[config.mk]
export PLATFORM = sky130hd
export DESIGN_NAME = gamepad_scanner
export DESIGN_NICKNAME = d
export VERILOG_FILES = /design/src/rtl/gamepad_scanner.sv
export SDC_FILE = /design/constraint.sdc
export NUM_CORES = 1
export LEC_CHECK = 0
export CAP_MARGIN = 20
export CORE_ASPECT_RATIO = 0.6
export CORE_MARGIN = 2
export CORE_UTILIZATION = 33
export CTS_CLUSTER_DIAMETER = 60
export CTS_CLUSTER_SIZE = 24
export DETAILED_ROUTE_END_ITERATION = 10
export GPL_TIMING_DRIVEN = 0
export PLACE_DENSITY = 0.54
export SKIP_CTS_REPAIR_TIMING = 1
export SLEW_MARGIN = 25
export SYNTH_ARGS = -nofsm -noshare
export SYNTH_HDL_FRONTEND = slang
export SYNTH_SLANG_ARGS = --single-unit
export TNS_END_PERCENT = 5
[constraint.sdc]
create_clock -name clk -period 1.9 [get_ports clk]
set_input_delay 0.38 -clock clk [delete_from_list [all_inputs] [get_ports clk]]
set_output_delay 0.38 -clock clk [all_outputs]
set_load 0.005 [all_outputs]
[src/rtl/gamepad_scanner.sv]
// Serial game controller scanner: latches two pads, shifts out 16 bits each and
// publishes both results together once the whole scan is complete.
module gamepad_scanner #(
    parameter int unsigned LATCH_CYCLES = 300,
    parameter int unsigned HALF_PERIOD  = 150
) (
    input  logic        clk,
    input  logic        reset_n,
    input  logic        start,
    input  logic        p1_data,
    input  logic        p2_data,
    output logic        pad_latch,
    output logic        pad_clk,
    output logic [15:0] p1_buttons,
    output logic [15:0] p2_buttons,
    output logic        busy,
    output logic        scan_done
);

    localparam int unsigned MaxPhase = (LATCH_CYCLES > HALF_PERIOD) ? LATCH_CYCLES : HALF_PERIOD;
    localparam int unsigned CntW     = $clog2(MaxPhase);

    localparam logic [CntW-1:0] LatchLast = CntW'(LATCH_CYCLES - 1);
    localparam logic [CntW-1:0] HalfLast  = CntW'(HALF_PERIOD - 1);

    typedef enum logic [2:0] {
        StIdle,
        StLatch,
        StClkLow,
        StClkHigh,
        StDone
    } state_e;

    state_e            r_state;
    state_e            w_state_next;
    logic [CntW-1:0]   r_cnt;
    logic [CntW-1:0]   w_cnt_next;
    logic [3:0]        r_bit;
    logic [3:0]        w_bit_next;
    logic              w_sample;
    logic [1:0]        r_p1_sync;
    logic [1:0]        r_p2_sync;
    logic [15:0]       r_p1_shadow;
    logic [15:0]       r_p2_shadow;
    logic              r_pad_latch;
    logic              r_pad_clk;
    logic              r_busy;
    logic              r_scan_done;
    logic [15:0]       r_p1_buttons;
    logic [15:0]       r_p2_buttons;

    // Two-flop synchronisers for the asynchronous pad data lines (idle high).
    always_ff @(posedge clk or negedge reset_n) begin
        if (!reset_n) begin
            r_p1_sync <= 2'b11;
            r_p2_sync <= 2'b11;
        end else begin
            r_p1_sync <= {r_p1_sync[0], p1_data};
            r_p2_sync <= {r_p2_sync[0], p2_data};
        end
    end

    // Next-state, phase counter and bit index; start is only honoured in idle.
    always_comb begin
        w_state_next = r_state;
        w_cnt_next   = r_cnt;
        w_bit_next   = r_bit;
        w_sample     = 1'b0;
        unique case (r_state)
            StIdle: begin
                if (start) begin
                    w_state_next = StLatch;
                    w_cnt_next   = '0;
                end
            end
            StLatch: begin
                if (r_cnt == LatchLast) begin
                    w_state_next = StClkLow;
                    w_cnt_next   = '0;
                    w_bit_next   = 4'd0;
                end else begin
                    w_cnt_next = r_cnt + 1'b1;
                end
            end
            StClkLow: begin
                if (r_cnt == HalfLast) begin
                    w_state_next = StClkHigh;
                    w_cnt_next   = '0;
                    w_sample     = 1'b1;
                end else begin
                    w_cnt_next = r_cnt + 1'b1;
                end
            end
            StClkHigh: begin
                if (r_cnt == HalfLast) begin
                    w_cnt_next = '0;
                    if (r_bit == 4'd15) begin
                        w_state_next = StDone;
                    end else begin
                        w_state_next = StClkLow;
                        w_bit_next   = r_bit + 4'd1;
                    end
                end else begin
                    w_cnt_next = r_cnt + 1'b1;
                end
            end
            StDone: begin
                w_state_next = StIdle;
            end
            default: begin
                w_state_next = StIdle;
            end
        endcase
    end

    // State, counters and state-decoded output flops (outputs track the state they are in).
    always_ff @(posedge clk or negedge reset_n) begin
        if (!reset_n) begin
            r_state     <= StIdle;
            r_cnt       <= '0;
            r_bit       <= 4'd0;
            r_pad_latch <= 1'b0;
            r_pad_clk   <= 1'b1;
            r_busy      <= 1'b0;
            r_scan_done <= 1'b0;
        end else begin
            r_state     <= w_state_next;
            r_cnt       <= w_cnt_next;
            r_bit       <= w_bit_next;
            r_pad_latch <= (w_state_next == StLatch);
            r_pad_clk   <= (w_state_next != StClkLow);
            r_busy      <= (w_state_next == StLatch) || (w_state_next == StClkLow) ||
                           (w_state_next == StClkHigh);
            r_scan_done <= (w_state_next == StDone);
        end
    end

    // Shadow capture at the end of each low phase; data is active-low so invert.
    always_ff @(posedge clk or negedge reset_n) begin
        if (!reset_n) begin
            r_p1_shadow <= '0;
            r_p2_shadow <= '0;
        end else if (w_sample) begin
            r_p1_shadow[r_bit] <= ~r_p1_sync[1];
            r_p2_shadow[r_bit] <= ~r_p2_sync[1];
        end
    end

    // Publish both players at once from DONE so outputs never show a partial scan.
    always_ff @(posedge clk or negedge reset_n) begin
        if (!reset_n) begin
            r_p1_buttons <= '0;
            r_p2_buttons <= '0;
        end else if (r_state == StDone) begin
            r_p1_buttons <= r_p1_shadow;
            r_p2_buttons <= r_p2_shadow;
        end
    end

    assign pad_latch  = r_pad_latch;
    assign pad_clk    = r_pad_clk;
    assign busy       = r_busy;
    assign scan_done  = r_scan_done;
    assign p1_buttons = r_p1_buttons;
    assign p2_buttons = r_p2_buttons;

endmodule
==> results of run 1 <==
-- sequential cells by signal (all words and copies together) (netlist names) --
signal / flops
busy: 1
p1_buttons: 16
p2_buttons: 16
pad_clk: 1
pad_latch: 1
r_bit: 4
r_cnt: 9
r_p1_shadow: 16
r_p1_sync: 2
r_p2_shadow: 16
r_p2_sync: 2
r_state: 3
scan_done: 1
-- worst register-to-register path, stage by stage (launching register included) --
cell     delay, ps
dfrtp_1        460
nor4b_4        410
and3_4         260
buf_6          120
buf_12         140
and3_4         220
mux2i_1        180
-- final timing paths --
| check | end | slack (ps) | cells after the start |
|---|---|---|---|
| worst max-delay path | r_p2_shadow[6] | 30 | 6 |
| worst min-delay path | r_p2_sync[1] | 360 | 0 |
| worst max register to register | r_p2_shadow[6] | 30 | 6 |
| worst min register to register | r_p2_sync[1] | 360 | 0 |
| max in group asynchronous | r_p2_sync[0] | 860 | 3 |
| min in group asynchronous | scan_done | 420 | 2 |
-- cell usage in the layout (no fill, tap or decap), types with 4 or more instances in the layout --
master           netlist  final
inv_1                 37     36
nor3_1                 7      6
clkbuf_16              0      9
mux2i_1               33     33
clkdlybuf4s50_1        0     39
nor2_1                 5      5
mux2_2                32     32
nand3_2                5      6
nand3_1                7      6
and3_1                 8      7
nand2_1               17     17
clkbuf_4               1      4
o21ai_0                5      5
o211ai_1               4      4
ha_1                   6      6
dfstp_2                5      5
clkbuf_1               4      5
a21oi_1                6      6
dfrtp_1               83     82
o22ai_1                4      4
-- stage by stage --
stage / setup WS (ps) / setup TNS, ps
6_report: 30.4 / 0
5_1_grt: -62.9 / -305
4_1_cts: -123 / -1180
3_5_place_dp: -245 / -989
3_3_place_gp: -2730 / -235520
2_1_floorplan: 214 / 0
-- where the power goes --
| group | switching, mW | leakage (nW) | internal, mW | total (mW) |
|---|---|---|---|---|
| Combinational | 0.297 | 0.973 | 0.269 | 0.566 |
| Sequential | 0.161 | 1.19 | 1.99 | 2.15 |
| Clock | 0.719 | 0.147 | 1.07 | 1.79 |
| Total | 1.18 | 2.31 | 3.32 | 4.50 |
-- metal layers --
metal,share of wire,vias up,global-route usage
met5,0,-,0
li1,-,1239,-
met1,0.55,1249,0.215
met3,0.062,10,0.0474
met4,0.016,0,0.0535
met2,0.37,62,0.174
-- cell families after synthesis --
| kind of cell | count (synthesis) | share of synthesized area |
|---|---|---|
| flops | 88 | 0.557 |
| simple gates | 79 | 0.136 |
| mux | 65 | 0.174 |
| buf+inv | 51 | 0.0549 |
| compound gates | 33 | 0.0546 |
| fa+ha+maj | 6 | 0.0189 |
| xor+xnor | 2 | 0.00442 |
-- final cells by class --
cell class,instances,share of cell area
buffer,14,0.0191
clock buffer,11,0.0487
clock inverter,5,0.0128
inverter,37,0.0279
multi-input combinational,185,0.315
sequential,88,0.443
tap,160,0.0402
timing repair buffer,45,0.0926
==> reports/metrics.yaml, run 1 <==
tightest_slew_ps: 590
cts_made_buffers: 9
synth_ff_type: "dfrtp_1"
dp_hpwl_um: 5790
dieArea_um2: 12900
nFillCells: 1076
start_kind: "flip-flop"
relSlewSlack: 0.607
crit_start: "r_cnt[3]"
grt_first_pass_wirelength_um: 13600
synth.distinct_cells: 53
rows: 30
clk_pin_slew_ps: 60
ir_worst_vdd_uv: 509
first_pass_iters: 4
regArea_um2: 2210
cts_tree: "yes"
clkLatencyLatePin_ps: 340
slowest_delay_ps: 460
post_dp_cell_area_um2: 4590
hp-class: "reg -> reg"
max-cap-violations: 0
yosysTopAreaCellShare: 0.524
yosysMostFrequentCell: "dfrtp_1"
die_h_um: 88.9
run_status: "finished clean"
crit_family: "simple AND/OR/NAND/NOR gates"
hold_start: "r_p2_sync[0]"
root_buffer: "clkbuf_16"
final_cell_area_um2: 4980
grt_antenna_before_repair: 0
fin_crit_sh: 0.984
skew_ps: 7.34
fin_crit_ps: 1870
wirelength_um: 8220
synth_area_leaders: "dfrtp_1, mux2_2, mux2i_1"
gp_congestion: 0.841
drc: 0
layoutNonFillerInstCount: 545
num_antenna_cells: 0
total_power_mw: 4.50
area_growth_pct: 25.7
slew_violations: 0
vias_per_cell: 4.70
worst-path-buf-inv: 2
grt_pass1_vias: 2488
synth_area_leader_cell: "dfrtp_1"
h-tree-depth: 3
grt_max_degree: 77
end_kind: "flip-flop"
syn_area_um2: 3960
crit_chain: "nor4b_4, and3_4, buf_6, buf_12, and3_4, mux2i_1"
rsz0062_at_grt: "yes"
crit_top_cell: "and3_4"
cts.sinks: 88
cp_slowest_cell: "dfrtp_1"
setup_viol: 0
multi_input_area_um2: 1570
r2r-start: "r_cnt[3]"
postSynthAreaPerCell_um2: 12.2
ant_nets: 0
hold_violations: 0
netlist_instances: 324
wl_per_cell_um: 15.1
grt-ovfl-total: 0
io_pins: 41
core_area_um2: 11500
via_count: 2560
clock.fmax_mhz: 535
critPathMaxFanout: 10
fp.dieW_um: 145
synth_nets: 335
synth_edf_count: 0
p_leak_nw: 2.31
required_ps: 2160
start_util: 0.345
drt_iter0_drc: 117
path_class: "reg -> reg"
grt_usage: 0.139
nets: 391
dp.cells: 525
hold_slack_ps: 356
ys_seq_elements: 88
p_per_area_nw_per_um2: 903
ys_warn_count: 0
synthArstFlopShare: 1.00
final_core_util: 0.434
ys_seq_area_frac: 0.557
io_buffers: 40
arrival_ps: 2130
drive_gt1_frac: 0.231
cts_buffer_depth: 2
synthTopCellsByCount: "dfrtp_1, inv_1, mux2i_1"
Note: power is estimated with default switching activity, not from simulation.
==> run 2, diff against run 1 <==
- MAX_ROUTING_LAYER: default -> met4
- PLACE_DENSITY: 0.54 -> default
==> run 2 against run 1 <==
Against the previous run: first-iteration DRC count is 38% higher; non-clock buffer count is 2 lower; final cell count is 0.37% lower; largest cell class unchanged; global-route usage is 0.35 points higher; critical path type unchanged; clock skew hardly changed; die area stayed put.
==> reports/metrics.yaml, run 2 (synthesis gave the netlist of run 1 again) <==
hold_violations: 0  # unchanged
nFillCells: 1104  # was 1076
crit_chain: "nor4b_4, and3_1, buf_4, buf_12, and3_4, mux2i_1"  # was nor4b_4, and3_4, buf_6, buf_12, and3_4, mux2i_1
dp.cells: 525  # unchanged
first_pass_iters: 4  # unchanged
power_frac_seq: 0.480  # was 0.477
path_class: "reg -> reg"  # unchanged
critPathMaxFanout: 10  # unchanged
p_sw_frac: 0.264  # was 0.262
gp_congestion: 0.857  # was 0.841
grt_usage: 0.143  # was 0.139
grt_antenna_before_repair: 0  # unchanged
io_buffers: 40  # unchanged
drive_gt1_frac: 0.227  # was 0.231
post_dp_cell_area_um2: 4590  # unchanged
grt_first_pass_wirelength_um: 13800  # was 13600 µm
cell_internal_pwr_mw: 3.28  # was 3.32 mW
slew_violations: 0  # unchanged
final_cell_area_um2: 4960  # was 4980 µm²
layoutNonFillerInstCount: 543  # was 545
grt_max_degree: 69  # was 77
worst-path-buf-inv: 2  # unchanged
run_status: "finished clean"  # unchanged
clk_pin_slew_ps: 60  # about the same
start_util: 0.345  # unchanged
max-cap-violations: 0  # unchanged
final_common_cell: "dfrtp_1"  # unchanged
tightest_slew_ps: 582  # was 590 ps
required_ps: 2160  # about the same
drc: 0  # unchanged
root_buffer: "clkbuf_16"  # unchanged
ir_worst_vdd_uv: 508  # was 509 µV
combPwrFrac: 0.119  # was 0.126
hp-class: "reg -> reg"  # unchanged
cts_tree: "yes"  # unchanged
arrival_ps: 2120  # was 2130 ps
rsz0062_at_grt: "yes"  # unchanged
wl_per_cell_um: 15.2  # was 15.1 µm
vias_per_cell: 4.70  # about the same
area_growth_pct: 25.1  # was 25.7%
cp_slowest_cell: "dfrtp_1"  # unchanged
wirelength_um: 8260  # was 8220 µm
grt-ovfl-total: 0  # unchanged
slowest_delay_ps: 460  # about the same
relSlewSlack: 0.612  # was 0.607
skew_ps: 6.85  # was 7.34 ps
io_pins: 41  # unchanged
clkLatencyLatePin_ps: 340  # about the same
drt_iter0_drc: 162  # was 117
clock.fmax_mhz: 537  # was 535 MHz
p_leak_nw: 2.31  # about the same
ant_nets: 0  # unchanged
nets: 389  # was 391
h-tree-depth: 3  # unchanged
cts.sinks: 88  # unchanged
setup_viol: 0  # unchanged
cts_made_buffers: 9  # unchanged
final_cell_mix: "dfrtp_1, clkdlybuf4s50_1, inv_1"  # unchanged
end_kind: "flip-flop"  # unchanged
fin_crit_ps: 1860  # was 1870 ps
dieArea_um2: 12900  # unchanged
regArea_um2: 2210  # about the same
num_antenna_cells: 0  # unchanged
start_kind: "flip-flop"  # unchanged
hold_slack_ps: 357  # was 356 ps
crit_family: "simple AND/OR/NAND/NOR gates"  # unchanged
core_area_um2: 11500  # unchanged
rows: 30  # unchanged
power.switching_mw: 1.18  # about the same
via_count: 2551  # was 2560
clkPwrFrac: 0.401  # was 0.397
die_h_um: 88.9  # unchanged
grt_pass1_vias: 2581  # was 2488
fp.dieW_um: 145  # unchanged
cts_buffer_depth: 2  # unchanged
p_per_area_nw_per_um2: 899  # was 903 nW/µm²
fin_crit_sh: 0.980  # was 0.984
dp_hpwl_um: 5760  # was 5790 µm
multi_input_area_um2: 1570  # about the same
-- run 2: layout make-up --
cell class              count  area share
flip-flops and latches     88       0.445
multi-input cells         185       0.316
repair buffers             43      0.0901
clock buffers              10      0.0482
well taps                 160      0.0404
inverters                  37      0.0280
plain buffers              14      0.0184
clock inverters             6      0.0134
-- run 2: worst paths after layout --
| path | from | endpoint | slack [ps] | cells past startpoint |
|---|---|---|---|---|
| max in group asynchronous | reset_n | r_p1_sync[1] | 820 | 3 |
| hold / removal | r_p1_sync[0] | r_p1_sync[1] | 360 | 0 |
| hold reg to reg | r_p1_sync[0] | r_p1_sync[1] | 360 | 0 |
| setup / recovery | r_cnt[3] | r_p2_shadow[7] | 40 | 6 |
| setup reg to reg | r_cnt[3] | r_p2_shadow[7] | 40 | 6 |
| min in group asynchronous | reset_n | r_cnt[8] | 450 | 2 |
-- run 2: per-stage QoR --
stage / total power, mW / setup WS [ps] / TNS, ps / util
global route: 4.67 / -61.3 / -653 / 0.432
CTS: 4.48 / -139 / -658 / 0.426
global placement: 2.64 / -2760 / -237520 / 0.397
detailed placement: 2.67 / -275 / -1120 / 0.400
floorplan: 2.47 / 214 / 0 / -
finish: 4.46 / 37.7 / 0 / 0.432
-- run 2: routing by layer --
layer | global-route usage | routed length, µm
met5 | - | 0
met4 | 0.0410 | 76
met3 | 0.0393 | 378
met2 | 0.188 | 3290
met1 | 0.211 | 4510
-- run 2: power by group through the flow --
stage                     clock network (mW)  registers (mW)  logic, mW
after floorplan                            0            2.13      0.334
after global placement                     0            2.16      0.480
after detailed placement                   0            2.17      0.496
after CTS                               1.85            2.14      0.498
after global routing                    1.92            2.16      0.592
final                                   1.79            2.14      0.529
==> run 3, diff against run 2 <==
- CTS_CLUSTER_SIZE: 24 -> 28
- SKIP_CTS_REPAIR_TIMING: 1 -> default
==> run 3 against run 2 <==
Against the previous run: critical path depth is 2 higher; first-iteration DRC count decreased by 21%; sequential power hardly changed; non-clock buffer count unchanged; critical endpoint unchanged; largest cell class unchanged; largest power group unchanged; highest routed layer unchanged.
==> reports/metrics.yaml, run 3 (synthesis gave the netlist of run 1 again) <==
cts_made_buffers: 9  # unchanged
grt_first_pass_wirelength_um: 13900  # was 13800 µm
drive_gt1_frac: 0.227  # unchanged
grt_max_degree: 69  # unchanged
combPwrFrac: 0.119  # about the same
ir_worst_vdd_uv: 508  # about the same
start_util: 0.345  # unchanged
p_leak_nw: 2.31  # unchanged
fin_crit_ps: 1870  # was 1860 ps
wl_per_cell_um: 15.2  # about the same
area_growth_pct: 25.1  # unchanged
clock.fmax_mhz: 535  # was 537 MHz
fin_crit_sh: 0.983  # was 0.980
rows: 30  # unchanged
final_common_cell: "dfrtp_1"  # unchanged
layoutNonFillerInstCount: 543  # unchanged
nets: 389  # unchanged
grt_usage: 0.143  # about the same
h-tree-depth: 3  # unchanged
gp_congestion: 0.857  # unchanged
slew_violations: 0  # unchanged
vias_per_cell: 4.67  # was 4.70
clk_pin_slew_ps: 60  # about the same
skew_ps: 4.42  # was 6.85 ps
cell_internal_pwr_mw: 3.28  # about the same
required_ps: 2160  # about the same
max-cap-violations: 0  # unchanged
drt_iter0_drc: 128  # was 162
cts_tree: "yes"  # unchanged
p_per_area_nw_per_um2: 900  # was 899 nW/µm²
wirelength_um: 8260  # about the same
hold_violations: 0  # unchanged
start_kind: "flip-flop"  # unchanged
dp_hpwl_um: 5760  # unchanged
power_frac_seq: 0.480  # about the same
r2r_cells: 8  # was 6
ff2ff_setup_slack_ps: 30  # was 40 ps
root_buffer: "clkbuf_16"  # unchanged
hold_slack_ps: 357  # about the same
first_pass_iters: 5  # was 4
num_antenna_cells: 0  # unchanged
grt_antenna_before_repair: 0  # unchanged
ant_nets: 0  # unchanged
grt-ovfl-total: 0  # unchanged
core_area_um2: 11500  # unchanged
arrival_ps: 2130  # was 2120 ps
dieArea_um2: 12900  # unchanged
holdPathStages: 0  # unchanged
clkPwrFrac: 0.401  # about the same
path_class: "reg -> reg"  # unchanged
grt_pass1_vias: 2586  # was 2581
critPathMaxFanout: 10  # unchanged
final_cell_area_um2: 4960  # unchanged
via_count: 2535  # was 2551
end_kind: "flip-flop"  # unchanged
rsz0062_at_grt: "yes"  # unchanged
run_status: "finished clean"  # unchanged
io_buffers: 40  # unchanged
relSlewSlack: 0.613  # was 0.612
io_pins: 41  # unchanged
nFillCells: 1106  # was 1104
cts_buffer_depth: 2  # unchanged
p_sw_frac: 0.265  # was 0.264
cts.sinks: 88  # unchanged
hp-class: "reg -> reg"  # unchanged
tightest_slew_ps: 580  # was 582 ps
final_cell_mix: "dfrtp_1, clkdlybuf4s50_1, inv_1"  # unchanged
dp.cells: 525  # unchanged
final_core_util: 0.432  # unchanged
fp.dieW_um: 145  # unchanged
die_h_um: 88.9  # unchanged
drc: 0  # unchanged
power.switching_mw: 1.18  # about the same
clkLatencyLatePin_ps: 340  # about the same
setup_viol: 0  # unchanged
post_dp_cell_area_um2: 4590  # unchanged
[run 3: cell counts in the layout (fill, tap and decap cells not counted)]
Identical to the previous run, type by type.
[run 3: final timing paths]
kind | start | endpoint
max | r_cnt[1] | r_p2_shadow[7]
min | r_p1_sync[0] | r_p1_sync[1]
max reg2reg | r_cnt[1] | r_p2_shadow[7]
min reg2reg | r_p1_sync[0] | r_p1_sync[1]
max in group asynchronous | reset_n | r_p1_sync[1]
min in group asynchronous | reset_n | r_cnt[8]
[run 3: repair_timing]
| item | 4_1_cts | 5_1_grt |
|---|---|---|
| buffers inserted | 1 | 0 |
| gates resized for setup | 2 | 9 |
| setup endpoints to repair | 7 | 58 |
| endpoints found under the hold margin | 20 | 0 |
| pin swaps | 1 | 1 |
| hold buffers | 1 | 0 |
[run 3: final cells by class]
| class | instances | area (µm²) | area share |
|---|---|---|---|
| sequential | 88 | 2210 | 0.445 |
| multi-input combinational | 185 | 1570 | 0.316 |
| inverter | 37 | 139 | 0.0280 |
| buffer | 14 | 91.3 | 0.0184 |
| timing repair buffer | 43 | 447 | 0.0901 |
| clock buffer | 10 | 239 | 0.0482 |
| tap | 160 | 200 | 0.0404 |
| clock inverter | 6 | 66.3 | 0.0134 |
[run 3: power groups by stage]
stage	Combinational (mW)	Sequential, mW	Clock [mW]
after floorplan	0.334	2.13	0
after global placement	0.480	2.16	0
after detailed placement	0.496	2.17	0
after CTS	0.531	2.14	1.85
after global routing	0.594	2.16	1.92
final	0.530	2.14	1.79
[run 3: metrics by stage]
stage                     setup TNS [ps]  setup WS, ps  total power, mW
after detailed placement           -1120          -275             2.67
final                                  0          32.1             4.46
after CTS                              0          4.38             4.51
after floorplan                        0           214             2.47
after global routing                -654         -61.4             4.67
after global placement           -237520         -2760             2.64
[run 3: layer usage]
layer	track usage	part of all wire
met5	-	0
met1	0.212	0.55
met3	0.0393	0.042
met4	0.0401	0.0092
met2	0.190	0.40
[run 3: critical path: stages (launching register included)]
cell     delay (ps)
dfrtp_1         410
inv_1            90
ha_1            150
and4b_4         290
and3_1          170
buf_4           150
buf_12          140
and3_4          200
mux2i_1         190
